`src/rtl/frontend_linebuf_writer.sv`:
```
// Writes a cropped window of the frontend pixel stream into a ring of line-buffer slots,
// reporting frame starts, completed lines and slot occupancy to the downstream scaler.
module frontend_linebuf_writer #(
  parameter int NUM_LINES = 4,
  parameter int SLOT_W    = 2,
  parameter int X_W       = 11
) (
  input  logic                    PCLK_i,
  input  logic                    reset,
  input  logic                    enable,
  input  logic [7:0]              R_i,
  input  logic [7:0]              G_i,
  input  logic [7:0]              B_i,
  input  logic                    DE_i,
  input  logic                    VSYNC_i,
  input  logic                    FID_i,
  input  logic [10:0]             xpos_i,
  input  logic [10:0]             ypos_i,
  input  logic [10:0]             x_start,
  input  logic [10:0]             x_size,
  input  logic                    rd_release_i,
  output logic                    lb_we_o,
  output logic [SLOT_W+X_W-1:0]   lb_waddr_o,
  output logic [23:0]             lb_wdata_o,
  output logic                    frame_start_o,
  output logic                    frame_fid_o,
  output logic [SLOT_W-1:0]       frame_slot_o,
  output logic                    line_done_o,
  output logic [SLOT_W-1:0]       line_slot_o,
  output logic [10:0]             line_ypos_o,
  output logic [11:0]             line_pixels_o,
  output logic [SLOT_W:0]         fill_level_o,
  output logic                    drop_o,
  output logic [1:0]              dbg_state_o
);

  // Handshake: rd_release_i is a single-cycle pulse with no ready; each pulse frees the
  // oldest filled slot. line_done_o / frame_start_o are single-cycle pulses, no back-pressure.

  typedef enum logic [1:0] {
    S_IDLE       = 2'd0,
    S_WAIT_FRAME = 2'd1,
    S_LINE_WAIT  = 2'd2,
    S_LINE_ACT   = 2'd3
  } state_t;

  state_t              state;
  logic                de_q;
  logic                vs_q;
  logic                line_ok;
  logic [11:0]         pix_cnt;
  logic [10:0]         line_y;
  logic [SLOT_W-1:0]   wr_slot;

  logic                de_rise, de_fall, vs_fall;
  logic                frame_evt, line_start, line_active, line_end;
  logic                accept, in_range, wr_now;
  logic [11:0]         x_ext, lo_ext, hi_ext;
  logic [SLOT_W+1:0]   occupied;

  assign dbg_state_o = state;

  assign de_rise = DE_i & ~de_q;
  assign de_fall = ~DE_i & de_q;
  assign vs_fall = ~VSYNC_i & vs_q;

  assign x_ext    = {1'b0, xpos_i};
  assign lo_ext   = {1'b0, x_start};
  assign hi_ext   = {1'b0, x_start} + {1'b0, x_size};
  assign in_range = (x_ext >= lo_ext) && (x_ext < hi_ext);

  // fill_level_o counts a completed line one cycle after its line_done_o pulse, so the
  // pending pulse is included when deciding whether a new line still has a free slot.
  assign occupied = {1'b0, fill_level_o} + {{(SLOT_W+1){1'b0}}, line_done_o};
  assign accept   = occupied < (SLOT_W+2)'(NUM_LINES);

  assign frame_evt   = enable && vs_fall && (state != S_IDLE);
  assign line_start  = enable && (state == S_LINE_WAIT) && de_rise && !vs_fall;
  assign line_active = (state == S_LINE_ACT) && line_ok;
  assign line_end    = enable && line_active && (de_fall || vs_fall);
  assign wr_now      = enable && DE_i && in_range && !vs_fall &&
                       ((line_start && accept) || line_active);

  always_ff @(posedge PCLK_i or posedge reset) begin
    if (reset) begin
      state         <= S_IDLE;
      de_q          <= 1'b0;
      vs_q          <= 1'b0;
      line_ok       <= 1'b0;
      pix_cnt       <= '0;
      line_y        <= '0;
      wr_slot       <= '0;
      lb_we_o       <= 1'b0;
      lb_waddr_o    <= '0;
      lb_wdata_o    <= '0;
      frame_start_o <= 1'b0;
      frame_fid_o   <= 1'b0;
      frame_slot_o  <= '0;
      line_done_o   <= 1'b0;
      line_slot_o   <= '0;
      line_ypos_o   <= '0;
      line_pixels_o <= '0;
      fill_level_o  <= '0;
      drop_o        <= 1'b0;
    end else begin
      de_q          <= DE_i;
      vs_q          <= VSYNC_i;
      lb_we_o       <= wr_now;
      frame_start_o <= frame_evt;
      line_done_o   <= line_end;

      if (wr_now) begin
        lb_waddr_o <= {wr_slot, X_W'(xpos_i - x_start)};
        lb_wdata_o <= {R_i, G_i, B_i};
      end

      if (line_done_o && !rd_release_i)
        fill_level_o <= fill_level_o + 1'b1;
      else if (!line_done_o && rd_release_i && (fill_level_o != '0))
        fill_level_o <= fill_level_o - 1'b1;

      if (!enable) begin
        state   <= S_IDLE;
        line_ok <= 1'b0;
        drop_o  <= 1'b0;
      end else begin
        case (state)
          S_IDLE:       state <= S_WAIT_FRAME;
          S_WAIT_FRAME: if (vs_fall) state <= S_LINE_WAIT;
          S_LINE_WAIT: begin
            if (line_start) begin
              state   <= S_LINE_ACT;
              line_ok <= accept;
              if (accept) begin
                line_y  <= ypos_i;
                pix_cnt <= {11'd0, wr_now};
              end else begin
                drop_o <= 1'b1;
              end
            end
          end
          S_LINE_ACT: begin
            if (vs_fall || de_fall) begin
              state   <= S_LINE_WAIT;
              line_ok <= 1'b0;
            end else if (wr_now && (pix_cnt != 12'hfff)) begin
              pix_cnt <= pix_cnt + 12'd1;
            end
          end
          default: state <= S_IDLE;
        endcase

        if (line_end) begin
          line_slot_o   <= wr_slot;
          line_ypos_o   <= line_y;
          line_pixels_o <= pix_cnt;
          wr_slot       <= wr_slot + 1'b1;
        end

        // A vsync that cuts a line short closes it first, so the new frame begins in the next slot.
        if (frame_evt) begin
          frame_fid_o  <= FID_i;
          frame_slot_o <= line_end ? wr_slot + 1'b1 : wr_slot;
          drop_o       <= 1'b0;
        end
      end
    end
  end

endmodule

```
`config.mk`:
```
export PLATFORM = sky130hd
export DESIGN_NAME = frontend_linebuf_writer
export DESIGN_NICKNAME = d
export VERILOG_FILES = /design/src/rtl/frontend_linebuf_writer.sv
export SDC_FILE = /design/constraint.sdc
export NUM_CORES = 1
export LEC_CHECK = 0
export BUFFER_PORTS_ARGS = -buffer_cell sky130_fd_sc_hd__buf_2
export CAP_MARGIN = 10
export CORE_AREA = 3 3 113 169
export CTS_CLUSTER_DIAMETER = 50
export DETAILED_ROUTE_END_ITERATION = 16
export DIE_AREA = 0 0 116 172
export GPL_TIMING_DRIVEN = 1
export SETUP_SLACK_MARGIN = 0.15
export SLEW_MARGIN = 40
export SYNTH_ARGS = -nofsm -noshare
export SYNTH_HDL_FRONTEND = slang
export SYNTH_SLANG_ARGS = --single-unit
```
`constraint.sdc`:
```
create_clock -name PCLK_i -period 4.7 [get_ports PCLK_i]
set_input_delay 1.41 -clock PCLK_i [delete_from_list [all_inputs] [get_ports PCLK_i]]
set_output_delay 1.41 -clock PCLK_i [all_outputs]
set_load 0.1 [all_outputs]
```
==> impl_metrics.yaml <==
finish:
  n_fill_cell: 1811
  final_area_sq_mm: 0.00693
  final_nets: 812
  layout_common_cells: "buf_2 (146), nand2_1 (127), dfrtp_1 (102)"
  area_delta_synth_final_pct: 31.3
  drive_gt1_share_pct: 34.7
  mostFrequentLayoutCell: "buf_2"
global_route:
  antenna_found_initial: 0
  overflow: 0
  grt_use_total_pct: 13.0
  grt_pass1_wl_mm: 20.8
  grt_pass1_vias: 4343
  grt_max_degree: 64
worst_setup_path:
  slowest_stage: "fa_2"
  path_delay_family: "compound AO/OA/AOI/OAI gates"
  r2r_cells: 8
  crit_path_end_kind: "register"
  slowest_delay_ns: 0.36
  crit_buf_inv: 4
  cp_max_fo: 8
  worstPathArrival_ns: 4.69
  r2r_slack_ns: 2.03
  timing.rr.start: "fill_level_o[0]$_DFFE_PP0P_"
  critPathRequiredTime_ns: 4.93
  critPathKind: "in2reg"
  worstReg2RegEnd: "lb_waddr_o[11]$_DFFE_PP0P_"
  path_cells: "buf_8 -> ha_4 -> fa_2 -> a21o_1 -> a21oi_2 -> o211ai_1 -> and3_1 -> or2_4 -> ha_4 -> nand3_4 -> nor3_2 -> o31ai_1 -> a211oi_2 -> a211o_1 -> buf_12 -> buf_8 -> buf_12 -> mux2_2"
  start_kind: "input port"
placement:
  globalplace.congestion: 0.815
  hpwl_mm: 9.67
  placed_cell_area_sq_mm: 0.00639
  port_buffers: 148
sta:
  max_freq_mhz: 224
  maxSlewViolCount: 0
  hold_viol_final: 0
  tns_ns: 0
  max_slew_margin_pct: 54.3
  setup_viol: 0
  period_needed_ns: 4.46
  finalCritPeriodShare_pct: 94.9
  rsz0062_at_grt: "true"
  worstMarginPinSlew_ns: 0.685
  hold_ws_ns: 0.463
  skew_ns: 0.00962
min_path:
  hold_end: "line_ypos_o[4]$_DFFE_PP0P_"
  whs_path_depth: 2
  hold_class: "reg2reg"
  worst_hold_startpoint: "line_y[4]$_DFFE_PP0P_"
yosys:
  synth_warnings: 0
  muxShareOfSynthArea_pct: 7.21
  seq_area_frac_synth_pct: 48.4
  synth_area_per_cell_sq_um: 9.78
  syn_inst: 539
  synthAdderAreaFrac_pct: 8.97
  synthesis.area_sq_mm: 0.00527
  synthSimpleGateAreaFrac_pct: 17.2
  synth_compound_gate_area_share_pct: 11.6
  synth-edff-count: 0
  syn_nets: 650
  ys_dominant_reg_cell: "dfrtp_1"
  ys_async_sr_fraction_pct: 100
  synth_top_family_by_area: "simple AND/OR/NAND/NOR gates"
  synth_cell_types: 48
  synth_xor_area_share_pct: 3.32
  synth-seq-cells: 102
floorplan:
  num_rows: 60
  die_height_microns: 172
  io_pins: 149
  dieArea_sq_mm: 0.0200
  start_util_pct: 29.5
  die_w_microns: 116
  design.core.area_sq_mm: 0.0179
clock_tree:
  cts_root_buf: "clkbuf_16"
  cts.path.max_buffers: 2
  cts_buffers: 9
  path_clk_slew_ns: 0.07
  cts_sinks: 102
  clk_latency_ns: 0.34
  cts_hold_buf: 0
  cts_max_level: 3
  tritoncts: "done"
power:
  p_leak_nw: 3.74
  power_density_mw_per_mm2: 341
  vdd_ir_drop_max_mv: 0.218
  total_power_mw: 2.36
drt:
  drt_iter0_markers: 159
  drc: 0
  wl_per_cell_microns: 14.1
  viasPerCell: 4.70
  wl_mm: 13.0
  firstDrtPassIters: 4
  ant_nets: 0
  routed-via-count: 4345
outcome:
  status: "complete, no violations"
run:
  cap_violations: 0
## sequential cells by signal, indices dropped and copies added, names as in the netlist
name,cells
frame_start_o,1
line_ypos_o,11
dbg_state_o,2
line_done_o,1
vs_q,1
line_y,11
line_ok,1
lb_waddr_o,13
line_pixels_o,12
line_slot_o,2
pix_cnt,12
fill_level_o,3
frame_slot_o,2
drop_o,1
de_q,1
lb_wdata_o,24
frame_fid_o,1
lb_we_o,1
wr_slot,2
## routing by layer
layer	part of all wire [%]	vias to the layer above	global-route usage, %
li1	-	2185	-
met1	41	2049	14.9
met2	52	103	23.6
met3	6.0	8	3.29
met4	1.2	0	3.79
met5	0	-	0
## worst max-delay path by stage
stage                           from  cells past startpoint  slack (ns)                         end
after global routing      x_start[0]                     19        0.07  lb_waddr_o[11]$_DFFE_PP0P_
after global placement    x_start[0]                     17       -0.17      pix_cnt[6]$_DFFE_PP0P_
final                     x_start[0]                     18        0.24  lb_waddr_o[12]$_DFFE_PP0P_
after floorplan           x_start[0]                     16        0.15  lb_wdata_o[10]$_DFFE_PP0P_
after CTS                 x_start[0]                     18        0.15  lb_waddr_o[12]$_DFFE_PP0P_
after detailed placement  x_start[0]                     17       -0.24      pix_cnt[6]$_DFFE_PP0P_
## cell usage after synthesis (all sizes together) (3+ instances only)
master  number  area share [%]
nand2      132             9.4
dfrtp      102              48
ha          33             7.8
a21oi       32             3.0
mux2        32             6.8
o21ai       26             2.5
inv         24             1.7
nor2        16             1.1
clkbuf      12            0.85
xnor2       11             1.8
and3         9             1.1
xor2         9             1.5
nand3        8            0.76
nand2b       7            0.83
nor3         7            0.66
o31ai        7             1.0
or4          7             1.0
nand4        6            0.71
a211oi       5            0.71
buf          5            0.64
a21o         4            0.57
a31o         4            0.66
nor2b        4            0.47
fa           3             1.1
o22ai        3            0.36
or2          3            0.36
## final cells by class
type	count	area (sq um)	share of cell area (%)
repair buffers	168	1020	14.8
multi-input cells	395	2670	38.5
well taps	217	272	3.92
inverters	25	97.6	1.41
diodes	1	2.50	0.0361
clock inverters	6	83.8	1.21
clock buffers	10	229	3.31
flip-flops and latches	102	2550	36.8
## cell families after synthesis
kind of cell    after synthesis
xor+xnor                     20
buf+inv                      42
flops                       102
mux                          34
compound gates               99
simple gates                206
fa+ha+maj                    36
## through the flow
stage          cells  worst slack, ns  utilization, %
3_3_place_gp     899           -0.175            35.7
2_1_floorplan    539            0.154               -
3_5_place_dp     899           -0.241            35.7
4_1_cts          919            0.155            37.7
6_report         924            0.241            38.8
5_1_grt          923           0.0710            38.8
## report_power, final
part	switching, mW	leakage (nW)	total [mW]	internal [mW]
Sequential	0.0450	1.39	0.968	0.923
Clock	0.323	0.157	0.790	0.466
Combinational	0.410	2.19	0.601	0.192
Total	0.778	3.74	2.36	1.58
## worst min-delay path, stage by stage (launching register included)
cell and delay [ns]:
dfrtp_1 0.34, nand2_1 0.05, nand2_1 0.04
## repair_timing
action,CTS,global route
endpoints found under the setup margin,3,49
pin swaps,11,26
gates cloned,0,3
endpoints found under the hold margin,0,0
buffers inserted,4,1
gates resized for setup,3,32
No activity file was read; power rests on OpenSTA's default activity.
